File: config.mk
export PLATFORM = sky130hd
export DESIGN_NAME = reg_display_shadow
export DESIGN_NICKNAME = d
export VERILOG_FILES = /design/src/rtl/reg_display_shadow.sv
export SDC_FILE = /design/constraint.sdc
export NUM_CORES = 1
export LEC_CHECK = 0
export ABC_AREA = 1
export CORE_ASPECT_RATIO = 0.9
export CORE_MARGIN = 2
export CORE_UTILIZATION = 45
export DETAILED_ROUTE_END_ITERATION = 8
export PLACE_DENSITY = 0.79
export SLEW_MARGIN = 30
export SYNTH_ARGS = -nofsm -noshare
export SYNTH_HDL_FRONTEND = slang
export SYNTH_SLANG_ARGS = --single-unit
File: constraint.sdc
create_clock -name clk -period 2.65 [get_ports clk]
set_input_delay 0.265 -clock clk [delete_from_list [all_inputs] [get_ports clk]]
set_output_delay 0.265 -clock clk [all_outputs]
set_load 0.05 [all_outputs]
File: src/rtl/reg_display_shadow.sv
// reg_display_shadow: shadows r0..r7 from the register-file write port and feeds a freezable view to the display.
// Optional write counter while frozen is enabled by defining REG_DISPLAY_WR_COUNT_EN.
module reg_display_shadow #(
  parameter int DATA_W          = 16,
  parameter int DEBOUNCE_CYCLES = 500000
) (
  input  logic              clk,
  input  logic              rst_n,
  input  logic              wr_en,
  input  logic [2:0]        wr_addr,
  input  logic [DATA_W-1:0] wr_data,
  input  logic              freeze_btn,
  output logic [DATA_W-1:0] reg_0,
  output logic [DATA_W-1:0] reg_1,
  output logic [DATA_W-1:0] reg_2,
  output logic [DATA_W-1:0] reg_3,
  output logic [DATA_W-1:0] reg_4,
  output logic [DATA_W-1:0] reg_5,
  output logic [DATA_W-1:0] reg_6,
  output logic [DATA_W-1:0] reg_7,
  output logic              frozen,
  output logic [7:0]        dirty,
  output logic              update_pulse,
  output logic [15:0]       wr_count
);
  localparam int CW = $clog2(DEBOUNCE_CYCLES);
  typedef enum logic [1:0] {LIVE, FROZEN, CATCHUP} state_t;
  state_t state, nxt;
  logic sync_a, sync_b, level, strobe;
  logic [CW-1:0] cnt;
  logic [DATA_W-1:0] shadow [8];
  logic [DATA_W-1:0] disp [8];
  // press strobe fires on the cycle the accepted level is about to fall
  assign strobe = level && !sync_b && cnt == CW'(DEBOUNCE_CYCLES - 1);
  always_ff @(posedge clk or negedge rst_n) begin
    if (!rst_n) begin
      sync_a <= 1'b1;
      sync_b <= 1'b1;
      level  <= 1'b1;
      cnt    <= '0;
    end else begin
      sync_a <= freeze_btn;
      sync_b <= sync_a;
      if (sync_b == level) cnt <= '0;
      else if (cnt == CW'(DEBOUNCE_CYCLES - 1)) begin
        level <= sync_b;
        cnt   <= '0;
      end else cnt <= cnt + 1'b1;
    end
  end
  always_comb begin
    nxt = state;
    if (state == CATCHUP) nxt = LIVE;
    else if (strobe) nxt = (state == LIVE) ? FROZEN : CATCHUP;
  end
  always_ff @(posedge clk or negedge rst_n) begin
    if (!rst_n) begin
      state  <= LIVE;
      frozen <= 1'b0;
    end else begin
      state  <= nxt;
      frozen <= nxt == FROZEN;
    end
  end
  // a write during catch-up lands after the shadow copy, so it wins
  always_ff @(posedge clk or negedge rst_n) begin
    if (!rst_n) begin
      for (int i = 0; i < 8; i++) begin
        shadow[i] <= '0;
        disp[i]   <= '0;
      end
      dirty        <= '0;
      update_pulse <= 1'b0;
    end else begin
      update_pulse <= (state == LIVE && wr_en) || state == CATCHUP;
      if (state == CATCHUP) begin
        for (int i = 0; i < 8; i++) disp[i] <= shadow[i];
        dirty <= '0;
      end
      if (wr_en) begin
        shadow[wr_addr] <= wr_data;
        if (state == FROZEN) dirty[wr_addr] <= 1'b1;
        else disp[wr_addr] <= wr_data;
      end
    end
  end
`ifdef REG_DISPLAY_WR_COUNT_EN
  always_ff @(posedge clk or negedge rst_n) begin
    if (!rst_n) wr_count <= '0;
    else if (state == CATCHUP) wr_count <= '0;
    else if (state == FROZEN && wr_en && wr_count != 16'hFFFF) wr_count <= wr_count + 1'b1;
  end
`else
  assign wr_count = '0;
`endif
  assign reg_0 = disp[0];
  assign reg_1 = disp[1];
  assign reg_2 = disp[2];
  assign reg_3 = disp[3];
  assign reg_4 = disp[4];
  assign reg_5 = disp[5];
  assign reg_6 = disp[6];
  assign reg_7 = disp[7];
endmodule

# Word level (Yosys, flattened, before mapping)
# Cells that the tools add are included.
[totals]
wordCells = 63
input_bits = 23
regBits = 290
output_inout_bits = 154
[op_classes]
magnitude_cmp = 4
add_sub_neg = 1
n_bitwise = 3
mux = 17
n_reduce_logical = 9
eq_ne = 5
[ops]
columns = ["operator", "n"]
rows = [
  ["two-way mux 128 bit", 3],
  ["bitwise mux 128 bit", 2],
  ["demux 16 bit (select 3 bit)", 1],
  ["two-way mux 19 bit", 2],
  ["two-way mux 8 bit", 3],
  ["adder 19 x 1 -> 19 bit (second input constant)", 1],
  ["equality test 19 bit (second input constant)", 1],
  ["two-way mux 16 bit", 1],
  ["bitwise OR 8 bit", 1],
  ["two-way mux 2 bit", 3],
  ["logical AND 1 bit", 5],
  ["equality test 2 x 1 -> 1 bit (second input constant)", 2],
  ["greater-or-equal comparator 4 bit (second input constant)", 1],
  ["less-than comparator 3 x 4 -> 1 bit (second input constant)", 1],
  ["less-than comparator 4 x 1 -> 1 bit (second input constant)", 1],
  ["NOT 3 -> 4 bit", 1],
  ["demux 1 bit (select 3 bit)", 1],
  ["greater-or-equal comparator 3 x 1 -> 1 bit (second input constant)", 1],
  ["equality test 2 bit (second input constant)", 1],
  ["zero test 2 bit", 1],
  ["AND reduction 2 bit", 1],
  ["equality test 1 bit", 1],
  ["zero test 1 bit", 1],
  ["logical OR 1 bit", 1],
  ["2 further kinds", 2],
]

# Longest topological paths before layout
[logic_depth]
word_depth = 8
mapped_depth = 9

# Least setup slack after synthesis
# No wires, ideal clock.
[synth_path]
path_kind = "register -> register"
start = "register sync_b"
end = "register cnt[5]"
t_required_ns = 2.564
slack_ns = 1.128
t_arrival_ns = 1.436
setup_time_ns = 0.086
stages_incl_launch_ff = 7
cell_sequence = "dfstp_2 inv_1 ha_1 clkbuf_1 nor2_2 inv_1 nor3_1"
[synth_between]
elab_chain_len = 2
[synth_rtl]
columns = ["item", "line", "source"]
rows = [
  ["start, declared", "29", "logic sync_a, sync_b, level, strobe;"],
  ["start signal, assigned", "43", "sync_b <= sync_a;"],
  ["equality test 1 bit", "44", "if (sync_b == level) cnt <= '0;"],
  ["two-way mux 19 bit", "44", ""],
  ["end signal, assigned", "48", "end else cnt <= cnt + 1'b1;"],
  ["end, declared", "30", "logic [CW-1:0] cnt;"],
]
# No other way between the ends.
# A chain may end at the register's enable or synchronous reset.

# Worst setup path after layout
[layout_path]
start = "register disp, in the netlist reg_0[6]"
end = "output port reg_0[6]"
[layout_lines]
columns = ["item", "line", "source"]
rows = [
  ["start, declared", "32", "logic [DATA_W-1:0] disp [8];"],
  ["start signal, assigned by index", "83", "else disp[wr_addr] <= wr_data;"],
  ["end, declared", "13", "output logic [DATA_W-1:0] reg_0,"],
]
# No word-level cell between the ends.

==> reports/summary.txt <==
status -> finished, final reports clean
clock latency on the worst-skew pair -> 0.55 ns
Hold Crit Start -> freeze_btn
Antenna Nets Post-Route -> 0
routed len/inst -> 20.2 µm
synth unique cells -> 25
DPL Wire Length -> 23200 µm
most frequent cells in the layout -> 302 x nand2_1, 286 x dfrtp_1, 171 x nor2_1
final hold violations -> 0
max-cap violation count -> 0
worst min path class -> in2reg
Area growth, synth to finish -> 24.8%
Die Span X -> 178 µm
most common cell after layout, fill and taps aside -> nand2_1
drt total wl -> 38200 µm
Vias/cell -> 5.69
Yosys reg bits -> 290
Core Util, Final -> 57.0%
r2r setup slk -> 0.63 ns
Final TNS setup -> 0 ns
layout net count -> 1537
RSZ-0062 raised after global routing -> no
CTS buffer count -> 30
gr usage total -> 26.8%
Worst-path clk slew -> 0.06 ns
data required time of the worst path -> 2.38 ns
Worst slew margin -> 41.1%
Starting Density -> 45.6%
die area -> 28700 µm²
Starting DRT DRC Count -> 1471
CTS Root Cell -> clkbuf_16
crit-path cells -> clkdlybuf4s50_1
hold endpoint -> sync_a
Tmin final -> 2.09 ns
FF-to-FF path depth -> 5
largest net degree at the start of global routing -> 132
Buf/Inv on CP -> 1
Highest Clock Rate -> 0.480 GHz
Cell Pwr Density -> 895 nW/µm²
Worst Path Arrival -> 1.82 ns
post-cts sizing count -> 0
RePlAce Congestion -> 0.881
Max clock buf depth -> 3
TritonCTS clock tree -> yes
vias in the first global route -> 10100
die height -> 161 µm
crit end category -> output port
I/O pins -> 177
share of the yosys chip area belonging to registers -> 59.0%
mapped cell area -> 12300 µm²
antenna violations before repair -> 3
first-pass GRT wire length -> 58800 µm
Peak VDD IR -> 534 µV
syn avg cell area -> 8.84 µm²
DRC violations left -> 0
CTS H-tree lvls -> 1
core area -> 27000 µm²
final setup violation count -> 0
Port Buf Inserts -> 160
capture point of the worst reg-to-reg path -> reg_0[4]
CP top delay family -> buffers and inverters
GRT overflow -> 0
startpoint type of the worst setup path -> register
Final period util -> 78.7%
share of layout cells above drive strength 1 -> 6.84%
Static Leak -> 7.05 nW
FP Rows -> 57
critical path's slowest cell -> clkdlybuf4s50_1
DR pass1 iterations -> 6
Worst Skew -> 0.0191 ns
worst-path fanout max -> 2
via count -> 10800
CP Class -> reg2out
Worst Tran Pin Value -> 0.882 ns
Ys Warns -> 0
Post CTS Setup Buffer Count -> 0
CP max stage delay -> 0.85 ns
Final Max Tran Viols -> 0
Cells after Synth -> 1391
clk sinks -> 290
r2r startpoint -> state[1]
WHS Path Cells -> 1
-- routing by layer --
layer | share of wire, % | track usage [%] | vias to the layer above | routed length (µm)
met4 | 5.3 | 13.0 | 0 | 2030
li1 | - | - | 4847 | -
met5 | 0 | 0 | - | 0
met2 | 46 | 41.3 | 578 | 17600
met1 | 40 | 36.2 | 5243 | 15100
met3 | 8.9 | 5.78 | 112 | 3410
-- stage by stage --
| stage | cells | hold slack, ns | setup WS [ns] | power [W] | cell area, µm² |
|---|---|---|---|---|---|
| 2_1_floorplan | 1406 | -0.0306 | 1.13 | 0.00767 | 12400 |
| 3_3_place_gp | 1833 | 0.279 | 0.649 | 0.00890 | 14200 |
| 3_5_place_dp | 1833 | 0.285 | 0.516 | 0.00897 | 14200 |
| 4_1_cts | 1890 | 0.112 | 0.561 | 0.0138 | 15300 |
| 5_1_grt | 1893 | 0.110 | 0.511 | 0.0143 | 15400 |
| 6_report | 1893 | 0.114 | 0.565 | 0.0137 | 15400 |
-- how the worst max path moves through the flow --
stage,startpoint,to,slack (ns),cells after the start
after floorplan,sync_b,cnt[5],1.13,6
after global placement,wr_addr[2],shadow[42],0.65,8
after detailed placement,wr_addr[0],shadow[69],0.52,6
after CTS,reg_0[6],reg_0[6],0.56,1
after global routing,reg_7[15],reg_7[15],0.51,1
final,reg_0[6],reg_0[6],0.56,1
-- repair_timing --
action,CTS,global route
setup endpoints to repair,0,0
hold buffers,1,0
endpoints found under the hold margin,68,0
-- sequential cells by signal, indices dropped and copies added, names as in the netlist, 16 cells and up --
signal  count
reg_1      16
reg_5      16
shadow    128
reg_7      16
cnt        19
reg_3      16
reg_6      16
reg_2      16
reg_0      16
reg_4      16
-- synthesized netlist by cell type --
cell type / n / area [µm²]
clkbuf_1: 55 / 206
nand2_2: 4 / 25.0
buf_2: 31 / 155
a31oi_1: 129 / 807
buf_4: 21 / 158
nor3_1: 11 / 55.1
nor3_2: 2 / 20.0
o21ai_0: 140 / 701
a21oi_1: 6 / 30.0
nand2_1: 302 / 1130
nor2_1: 171 / 642
nand4_1: 3 / 18.8
nand3_1: 140 / 701
or2_2: 1 / 6.26
buf_1: 18 / 67.6
inv_2: 3 / 11.3
xor2_1: 5 / 43.8
dfrtp_1: 287 / 7180
xnor2_1: 2 / 17.5
inv_1: 51 / 191
nor3b_1: 1 / 7.51
conb_1: 1 / 3.75
ha_1: 2 / 25.0
dfstp_2: 3 / 78.8
nor2_2: 2 / 12.5
-- power by group --
part           switching [W]  total, W  internal (W)
Clock                0.00174   0.00480       0.00306
Combinational        0.00223   0.00327       0.00104
Sequential          0.000495   0.00567       0.00517
Total                0.00447    0.0137       0.00927
-- kinds of logic after synthesis --
| kind of cell | share of synthesized area, % |
|---|---|
| and+or+nand+nor | 21.3 |
| DFF | 59.0 |
| AOI/OAI and AO/OA | 12.5 |
| buffers and inverters | 6.42 |
| xor gates and xnor gates | 0.498 |
| adders and majority gates | 0.203 |
| other | 0.0305 |
-- cell type report --
cell class                      count  area (µm²)
Antenna cell                        3        7.51
Clock buffer                       46         922
Clock inverter                     10         225
Fill cell                        2246       11600
Inverter                           54         204
Multi-Input combinational cell    937        4310
Sequential cell                   290        7260
Tap cell                          354         443
Timing Repair Buffer              199        1980
Note: power is estimated with default switching activity, not from simulation.
==> RTL change (same settings) <==
Add an input register stage for `wr_addr`, `wr_data` and `freeze_btn`, without a reset; this delays them by one clock. The other inputs are not delayed to match.
--- a/src/rtl/reg_display_shadow.sv
+++ b/src/rtl/reg_display_shadow.sv
@@ -26,4 +26,15 @@
   localparam int CW = $clog2(DEBOUNCE_CYCLES);
   typedef enum logic [1:0] {LIVE, FROZEN, CATCHUP} state_t;
+
+  logic [2:0] wr_addr_q;
+  logic [DATA_W-1:0] wr_data_q;
+  logic freeze_btn_q;
+
+  always_ff @(posedge clk) begin
+    wr_addr_q    <= wr_addr;
+    wr_data_q    <= wr_data;
+    freeze_btn_q <= freeze_btn;
+  end
+
   state_t state, nxt;
   logic sync_a, sync_b, level, strobe;
@@ -40,5 +51,5 @@
       cnt    <= '0;
     end else begin
-      sync_a <= freeze_btn;
+      sync_a <= freeze_btn_q;
       sync_b <= sync_a;
       if (sync_b == level) cnt <= '0;
@@ -79,7 +90,7 @@
       end
       if (wr_en) begin
-        shadow[wr_addr] <= wr_data;
-        if (state == FROZEN) dirty[wr_addr] <= 1'b1;
-        else disp[wr_addr] <= wr_data;
+        shadow[wr_addr_q] <= wr_data_q;
+        if (state == FROZEN) dirty[wr_addr_q] <= 1'b1;
+        else disp[wr_addr_q] <= wr_data_q;
       end
     end
Check against the original RTL: not equivalent (Yosys sat finds a counterexample within 4 cycles, from zero or initial values and one cycle with rst_n low).
==> RTL change against the original RTL <==
Non-clock buffer count fell by 4. Power grew 2.2%. Critical path depth unchanged. Synthesized area is 3.2% higher. Design area increased by 2.6%. Sequential cell count rose by 20. Wire length is 0.99% higher. Setup slack better by 0.044 ns.
==> RTL change: results (changes against the original RTL) <==
placed_cell_area_sq_um: 14600  # +2.9%
dp_slack_ns: 0.514  # -0.00245 ns
ys_top_cells_by_count: "nand2_1 (305), dfrtp_1 (287), nor2_1 (176)"
dp_hpwl_um: 23200  # about the same
routed_wirelength_um: 38500  # +0.99%
antenna_found_initial: 0  # -3
critical_path_arrival_ns: 1.78  # -0.04 ns
synthTopCellsByArea: "dfrtp_1 (57%), nand2_1 (9.0%), a31oi_1 (6.4%), nand3_1 (5.7%), o21ai_0 (5.4%)"
synthCells: 1420  # +2.1%
worst_r2r_endpoint: "reg_5[2]$_DFF_PN0_"
viasPerCell: 5.68  # -0.23%
status: "complete, no violations"
clkLatencyLatePin_ns: 0.51  # -0.04 ns
power.leakage_nw: 7.22  # +2.4%
worstHoldEndpoint: "wr_data_q[10]$_DFF_P_"
grt_max_degree: 131  # -0.76%
track_usage_pct: 26.0  # -0.86 points
grt_pass1_wl_um: 58600  # -0.35%
first_iter_violations: 1490  # +1.3%
fin_nets: 1566  # +1.9%
wire_per_inst_um: 20.0  # -0.74%
vdd_ir_drop_max_mv: 0.394  # -26%
highest_layer: "met4"
cts.repair.resized: 0  # unchanged
wl_met2_um: 17700  # +0.54%
drive_gt1_share_pct: 6.39  # -0.45 points
fillers: 2349  # +4.6%
gp_congestion: 0.863  # -2.0%
holdCritStartpoint: "wr_data[10]"
m1WireLength_um: 15000  # -0.18%
path_clk_slew_ns: 0.06  # about the same
regArea_sq_um: 7660  # +5.5%
whs_ns: 0.196  # +0.0820 ns
htree_levels: 2  # +1
async_reset_ff_share_pct: 93.5  # -6.5 points
grt_pass1_vias: 10169  # +0.34%
dr_wl_met3_um: 3730  # +9.3%
num_antenna_cells: 0  # -3
ff2ff_path_depth: 5  # unchanged
dpl.cell_count: 1864  # +1.7%
ys_seq_area_share_pct: 60.4  # +1.3 points
fin_worst_skew_ns: 0.0191  # +0.0000112 ns
worstMarginPinSlew_ns: 0.872  # -0.0102 ns
numCtsBuffers: 34  # +13%
largest_reg_flops: 128  # unchanged
[RTL change: power breakdown]
| part | internal (mW) | switching, mW |
|---|---|---|
| clock | 2.88 | 1.89 |
| sequential | 5.50 | 0.503 |
| combinational | 1.04 | 2.23 |
[RTL change: worst max path at each step]
stage	depth (start not counted)	slack [ns]	to	from
after global routing	5	0.53	reg_5[2]$_DFF_PN0_	state[1]$_DFF_PN0_
after global placement	6	0.61	shadow[52]$_DFFE_PN0P_	wr_en
after CTS	1	0.61	reg_1[14]	reg_1[14]$_DFF_PN0_
after floorplan	8	1.03	cnt[15]$_DFF_PN0_	sync_b$_DFF_PN1_
final	1	0.61	reg_1[14]	reg_1[14]$_DFF_PN0_
after detailed placement	7	0.51	reg_3[1]$_DFF_PN0_	wr_en
[RTL change: routing by layer]
metal,track usage [%],up-vias
met3,6.78,130
li1,-,4950
met5,0,-
met2,40.6,611
met4,13.5,0
met1,33.6,5252
[RTL change: area by class of cell]
type / instances / area share (%)
Clock buffer: 50 / 6.49
Clock inverter: 11 / 0.778
Inverter: 56 / 1.34
Multi-Input combinational cell: 944 / 27.5
Sequential cell: 310 / 48.6
Tap cell: 360 / 2.86
Timing Repair Buffer: 195 / 12.4
[RTL change: what timing repair did]
item,in CTS,in global routing
hold endpoints to repair,70,0
setup endpoints to repair,0,0
hold buffers,1,0
buffers inserted,0,0
[RTL change: logic make-up after synthesis]
kind of cell | share of synthesized area, %
other | 0.0295
AOI/OAI and AO/OA | 12.1
and+or+nand+nor | 20.8
DFF | 60.4
xor gates and xnor gates | 0.483
adders and majority gates | 0.197
buffers and inverters | 6.06
